File: config.mk
export PLATFORM = sky130hd
export DESIGN_NAME = df_dma_walker
export DESIGN_NICKNAME = d
export VERILOG_FILES = /design/src/rtl/df_dma_walker.sv
export SDC_FILE = /design/constraint.sdc
export NUM_CORES = 1
export LEC_CHECK = 0
export CORE_MARGIN = 2
export CORE_UTILIZATION = 40
export DETAILED_ROUTE_END_ITERATION = 7
export MAX_ROUTING_LAYER = met4
export PLACE_DENSITY = 0.7
export SLEW_MARGIN = 20
export SYNTH_ARGS = -nofsm -noshare
export SYNTH_HDL_FRONTEND = slang
export SYNTH_SLANG_ARGS = --single-unit
File: constraint.sdc
create_clock -name i_clk -period 14.95 [get_ports i_clk]
set_clock_uncertainty 0.15 [all_clocks]
set_input_delay 2.99 -clock i_clk [delete_from_list [all_inputs] [get_ports i_clk]]
set_output_delay 2.99 -clock i_clk [all_outputs]
set_load 0.02 [all_outputs]
File: src/rtl/df_dma_walker.sv
// Nested-loop (c outer, y inner) DMA address sequencer: walks one tile descriptor
// and emits burst requests of at most MAX_BURST_B bytes with a valid/ready handshake.
module df_dma_walker #(
    parameter int ADDR_W      = 32,
    parameter int MAX_BURST_B = 64,
    parameter int LEN_W       = $clog2(MAX_BURST_B) + 1
) (
    input  logic              i_clk,
    input  logic              i_rst,
    input  logic              i_start,
    input  logic              i_abort,
    input  logic [ADDR_W-1:0] i_base,
    input  logic [23:0]       i_ett,
    input  logic [11:0]       i_y_step,
    input  logic [11:0]       i_y_lim,
    input  logic [23:0]       i_c_step,
    input  logic [23:0]       i_c_lim,
    output logic              o_req_valid,
    input  logic              i_req_ready,
    output logic [ADDR_W-1:0] o_req_addr,
    output logic [LEN_W-1:0]  o_req_len,
    output logic              o_req_last,
    output logic              o_busy,
    output logic              o_done,
    output logic              o_err
);

    localparam logic [23:0] MAX_B = 24'(MAX_BURST_B);

    typedef enum logic [1:0] {
        IDLE,
        REQ,
        DONE
    } state_t;

    state_t            r_state;
    state_t            w_nextState;
    logic [ADDR_W-1:0] r_base;
    logic [23:0]       r_ett;
    logic [11:0]       r_yStep;
    logic [11:0]       r_yLim;
    logic [23:0]       r_cStep;
    logic [23:0]       r_cLim;
    logic [23:0]       r_bOff;
    logic [11:0]       r_yOff;
    logic [23:0]       r_cOff;
    logic              r_err;

    logic              w_valid;
    logic              w_fire;
    logic              w_startOk;
    logic [23:0]       w_remain;
    logic [LEN_W-1:0]  w_len;
    logic              w_chunkEnd;
    logic [12:0]       w_yNext;
    logic              w_yWrap;
    logic [24:0]       w_cNext;
    logic              w_cEnd;
    logic              w_last;
    logic [25:0]       w_offSum;
    logic [ADDR_W-1:0] w_addr;

    assign w_valid   = (r_state == REQ);
    assign w_fire    = w_valid && i_req_ready;
    assign w_startOk = i_start && (i_ett != 24'd0) && (r_state != REQ);

    assign w_remain   = r_ett - r_bOff;
    assign w_len      = (w_remain > MAX_B) ? LEN_W'(MAX_BURST_B) : LEN_W'(w_remain);
    assign w_chunkEnd = (w_remain <= MAX_B);

    // Limits are compared one bit wider so a stride that overflows the field still terminates the loop.
    assign w_yNext = {1'b0, r_yOff} + {1'b0, r_yStep};
    assign w_yWrap = (r_yStep == 12'd0) || (w_yNext >= {1'b0, r_yLim});
    assign w_cNext = {1'b0, r_cOff} + {1'b0, r_cStep};
    assign w_cEnd  = (r_cStep == 24'd0) || (w_cNext >= {1'b0, r_cLim});
    assign w_last  = w_chunkEnd && w_yWrap && w_cEnd;

    assign w_offSum = 26'(r_cOff) + 26'(r_yOff) + 26'(r_bOff);
    assign w_addr   = r_base + ADDR_W'(w_offSum);

    always_ff @(posedge i_clk or posedge i_rst) begin
        if (i_rst) begin
            r_state <= IDLE;
        end else begin
            r_state <= w_nextState;
        end
    end

    always_comb begin
        w_nextState = r_state;
        case (r_state)
            IDLE, DONE: w_nextState = w_startOk ? REQ : IDLE;
            REQ: begin
                if (i_abort) begin
                    w_nextState = IDLE;
                end else if (w_fire && w_last) begin
                    w_nextState = DONE;
                end
            end
            default: w_nextState = IDLE;
        endcase
    end

    always_ff @(posedge i_clk or posedge i_rst) begin
        if (i_rst) begin
            r_base  <= '0;
            r_ett   <= '0;
            r_yStep <= '0;
            r_yLim  <= '0;
            r_cStep <= '0;
            r_cLim  <= '0;
            r_bOff  <= '0;
            r_yOff  <= '0;
            r_cOff  <= '0;
            r_err   <= 1'b0;
        end else begin
            r_err <= i_start && (i_ett == 24'd0) && (r_state != REQ);
            if (w_startOk) begin
                r_base  <= i_base;
                r_ett   <= i_ett;
                r_yStep <= i_y_step;
                r_yLim  <= i_y_lim;
                r_cStep <= i_c_step;
                r_cLim  <= i_c_lim;
                r_bOff  <= '0;
                r_yOff  <= '0;
                r_cOff  <= '0;
            end else if (w_fire && !i_abort) begin
                if (!w_chunkEnd) begin
                    r_bOff <= r_bOff + 24'(w_len);
                end else begin
                    r_bOff <= '0;
                    if (!w_yWrap) begin
                        r_yOff <= w_yNext[11:0];
                    end else begin
                        r_yOff <= '0;
                        if (!w_cEnd) begin
                            r_cOff <= w_cNext[23:0];
                        end
                    end
                end
            end
        end
    end

    // Request fields are held at zero outside a walk so idle outputs match reset.
    assign o_req_valid = w_valid;
    assign o_req_addr  = w_valid ? w_addr : '0;
    assign o_req_len   = w_valid ? w_len : '0;
    assign o_req_last  = w_valid && w_last;
    assign o_busy      = w_valid;
    assign o_done      = (r_state == DONE);
    assign o_err       = r_err;

endmodule

[Word level (Yosys, flattened, before mapping)]
Cells that the tools add are included.
Cells by class
  equal/unequal tests: 5
  multiplexer cells: 19
  order comparisons: 4
  add/sub/neg operators: 7
  reduce and logical (&&, ||, !) cells: 24
Operator list (number)
  two-way mux 24 bit: 8
  logical NOT 24 bit: 2
  two-way mux 12 bit: 4
  adder 32 x 26 -> 32 bit: 1
  two-way mux 32 bit: 1
  adder 25 x 24 -> 26 bit: 1
  adder 24 x 12 -> 25 bit: 1
  adder 24 x 24 -> 25 bit: 1
  >= comparator 25 x 24 -> 1 bit: 1
  adder 24 x 7 -> 24 bit: 1
  greater-than comparator 24 x 7 -> 1 bit (second input constant): 1
  <= comparator 24 x 7 -> 1 bit (second input constant): 1
  nonzero test 24 bit: 1
  subtractor 24 bit: 1
  two-way mux 7 bit: 2
  adder 12 x 12 -> 13 bit: 1
  >= comparator 13 x 12 -> 1 bit: 1
  logical NOT 12 bit: 1
  logical AND 1 bit: 10
  nonzero test 2 bit: 3
  two-way mux 2 bit: 2
  one-hot mux 2 bit (2 select lines): 1
  AND reduction 4 bit: 1
  inequality test 3 x 2 -> 1 bit (second input constant): 1
  other kinds (10): 11
Storage, ports and cells
  flip-flop bits (word level): 191
  logic and storage cells: 70

[Logic depth before layout (Yosys ltp)]
  depth in word-level cells: 9
  gate-level depth with buffers: 24
  gate-level depth less buffers: 24

[Worst setup path after synthesis]
OpenSTA, ideal clock, no wires.
  path type: register -> output
  from: reg r_base[2]
  to: out o_req_addr[30]
  data required time: 11.810 ns
  cell stages (with the launch flop): 16
  data arrival time: 4.255 ns
  slack: 7.555 ns
  buffers on the path: 0
  cells stage by stage: dfrtp_1 fa_1 fa_1 ha_1 a211oi_1 o21ai_0 a21o_1 a31o_2 o221ai_1 o211ai_1 o41ai_1 o21ai_0 o41a_1 nand3_1 xor2_1 nor2_1
Between the ends
  cells in the longest elaborated chain, start to end: 2
RTL lines
  from (decl): RTL line 38  | logic [ADDR_W-1:0] r_base;
  from (signal assigned): RTL line 119  | r_base <= i_base;
  adder 32 x 26 -> 32 bit: RTL line 79  | assign w_addr = r_base + ADDR_W'(w_offSum);
  two-way mux 32 bit: RTL line 148  | assign o_req_addr = w_valid ? w_addr : '0;
  to (decl): RTL line 20  | output logic [ADDR_W-1:0] o_req_addr,
Every way passes these cells.

[Worst setup path after layout]
  from: reg r_cStep[0]
  to: out o_req_last
Between the ends
  cells in the longest elaborated chain, start to end: 5
RTL lines
  from (decl): RTL line 42  | logic [23:0] r_cStep;
  from (signal assigned): RTL line 123  | r_cStep <= i_c_step;
  adder 24 x 24 -> 25 bit: RTL line 74  | assign w_cNext = {1'b0, r_cOff} + {1'b0, r_cStep};
  >= comparator 25 x 24 -> 1 bit: RTL line 75  | assign w_cEnd = (r_cStep == 24'd0) || (w_cNext >= {1'b0, r_cLim});
  logical OR 1 bit (*): RTL line 75
  logical AND 1 bit (*): RTL line 76  | assign w_last = w_chunkEnd && w_yWrap && w_cEnd;
  logical AND 1 bit (*): RTL line 150  | assign o_req_last = w_valid && w_last;
  to (decl): RTL line 22  | output logic o_req_last,
Mark *: on every way between the ends. The rest lies on a longest branch, timed or not.

==> metrics <==
Netlist cell types=78; hold-fix buffers at CTS=0; yosys warns=0; Area after DPL=16600 sq um; drt first pass iters=6; Post CTS Setup Buffer Count=0; cts bufs inserted=17; Final Hold Fails=0; max_cap viols=0; most frequent cells in the layout=nand2_1, dfrtp_1, clkdlybuf4s50_1; Critical Path RT=11810 ps; # rows=69; Resize count post-CTS=0; routability cong.=0.9291; Critical Path End Type=output port; Tmin final=9261 ps; CTS tree=built; nets@finish=2147; gr ovfl total=0; PwrDens=131.0 nW/um^2; Worst Reg-to-Reg Cells=23; RSZ-0062 raised after global routing=no; Worst setup SP type=flip-flop; P_int=1.281 mW; switching share of power=0.4307; Crit Path Class=flip-flop to output port; Final Max Slew Viols=0; Worst Hold Path EP=r_yLim[0]; Slew @ Worst Pin=1131 ps; CP max FO=3; Max Root-Sink Buffers=2; design area=17180 sq um; setup_tns=0 ps; status=finished clean; syn nets=2002; Top FF cell, synth=dfrtp_1; Sw Pwr=969.5 uW; DIE WIDTH=193.9 um; CTS root buf=clkbuf_16; Post-Syn Area per Cell=8.526 sq um; Initial Utilization=0.4056; CTS H-tree depth=4; Routed WL=42560 um; core area=35570 sq um; Flop pwr share=0.305; sequential fraction of the synthesis area=0.3313; combinational share of power=0.492; largest net degree at the start of global routing=190; Clock transition at path regs=80 ps; hold path cells=2; dpl hpwl=32730 um; Lkg Pwr=8.070 nW; relative slew slack=0.2391; Avg WL per Cell=18.41 um; DR iter-0 viols=815; Post-synth EDFFs=0; Final setup viols=0; worst-skew pair later-pin latency=470 ps; Max Fclk=0.1080 GHz; IO Port Bufs=176; r2r endpoint=r_bOff[17]; die area=37600 sq um; period utilization=0.6195; Die Span Y=193.9 um; Post-synth ARST share=1.000; number of antenna violations at the first check in global routing=0; mapped cell area=14430 sq um; Cells after Synth=1692; clock share of power=0.202; vias in the first global route=12812; worst flop-to-flop path startpoint=r_bOff[2]; Vias=12792; GRT Util Overall=0.2356; R2R setup slack=8380 ps; Seq cells post-synth=191; commonest non-fill, non-tap cell in the layout=nand2_1; vias per cell=5.535; filler cell count=3452; Boundary Pins=177; CTS Sinks=191; worst hold path class=flip-flop to flip-flop; first-pass GRT wire length=68660 um; Synth-to-Final Area Change=19.06%; min-delay src=r_yLim[0]; antenna violation net count after detailed routing=0; worst vdd ir=0.0001054 V; layout cells sized above 1=0.03622; Worst Path Arrival=6120 ps; DRC=0; count of inserted antenna diode cells=0
[metal layers]
metal	wire, um	global-route usage	vias to the layer above
met1	20040	0.3172	6138
met4	968	0.07015	0
li1	-	-	6214
met2	19470	0.3722	384
met3	2073	0.03079	56
met5	0	-	-
[flip-flops by register name, summed over array words and instances, names as in the netlist]
signal,count
r_cOff,24
r_yOff,12
r_bOff,24
r_base,32
r_cLim,24
r_yStep,12
r_cStep,24
r_yLim,12
o_err,1
r_ett,24
r_state,2
[worst max-delay path: stages, from the launching register on]
cell	delay [ps]
dfrtp_1	410
ha_1	250
fa_1	410
a21o_1	180
a21oi_1	270
o21a_1	160
o21ai_0	140
o41ai_1	560
o21ai_0	270
o21ai_0	280
a21oi_1	120
xor2_1	220
ha_1	300
a21oi_1	170
nor2b_1	60
o21ai_0	150
nand2b_1	80
a21oi_1	180
o21ai_0	90
or3_1	460
and2_1	220
inv_1	70
nor2_1	60
clkdlybuf4s50_1	550
[cells by family (layout without fill, tap and decap cells)]
logic type,after synthesis,in the layout,share of synthesized area
compound gates,372,372,0.1737
xor+xnor,67,67,0.04068
mux,30,30,0.02090
fa+ha+maj,179,179,0.1757
simple gates,703,703,0.2163
buf+inv,150,308,0.04137
flops,191,191,0.3313
[synth_stat cells, drive strengths merged (14+ instances only)]
master / n / area share
xor2: 27 / 0.016
fa: 40 / 0.056
and2: 14 / 0.0061
nor2: 133 / 0.035
ha: 137 / 0.12
nand4: 21 / 0.0091
mux2i: 29 / 0.020
o21a: 20 / 0.010
nand3: 29 / 0.010
a21o: 34 / 0.018
dfrtp: 191 / 0.33
xnor2: 40 / 0.024
nand2: 381 / 0.10
clkbuf: 44 / 0.011
or3: 15 / 0.0065
inv: 93 / 0.024
nor4: 22 / 0.011
a211oi: 17 / 0.0095
a21oi: 69 / 0.024
o21ai: 105 / 0.037
nor3: 26 / 0.0090
o211ai: 20 / 0.010
[how the worst max path moves through the flow]
stage | slack [ps] | cells past startpoint | to | startpoint
6_report | 5690 | 23 | o_req_last | r_cStep[0]
5_1_grt | 5340 | 23 | o_req_last | r_cStep[0]
4_1_cts | 5760 | 23 | o_req_last | r_cStep[0]
3_5_place_dp | 6350 | 23 | o_req_last | r_cStep[0]
3_3_place_gp | 6520 | 23 | o_req_last | r_cStep[0]
2_1_floorplan | 6610 | 1 | o_err | i_rst
[per-stage QoR]
stage	util	cells	setup slack [ps]	hold WS (ps)	total power [mW]
after floorplan	-	1692	6611	302.3	1.446
after global placement	0.4668	2279	6524	316.3	1.766
after detailed placement	0.4668	2279	6353	323.9	1.785
after CTS	0.4829	2311	5763	345.1	2.250
after global routing	0.4829	2311	5335	360.9	2.418
final	0.4829	2311	5689	339.8	2.251
[layout make-up]
cell class                      instances  area (sq um)  area share
Tap cell                              461         576.8     0.03358
Multi-Input combinational cell       1351          9062      0.5276
Sequential cell                       191          4780      0.2783
Clock buffer                           18         429.2     0.02499
Clock inverter                         14         145.1    0.008450
Timing Repair Buffer                  183          1827      0.1064
Inverter                               93         356.6     0.02076
[power groups by stage]
stage          clock (mW)  sequential [mW]  combinational (mW)
3_3_place_gp            0            0.695                1.07
3_5_place_dp            0            0.697                1.09
4_1_cts             0.462            0.687                1.10
5_1_grt             0.484            0.698                1.24
2_1_floorplan           0            0.665               0.781
6_report            0.455            0.687                1.11
(Power assumes the default switching activity.)
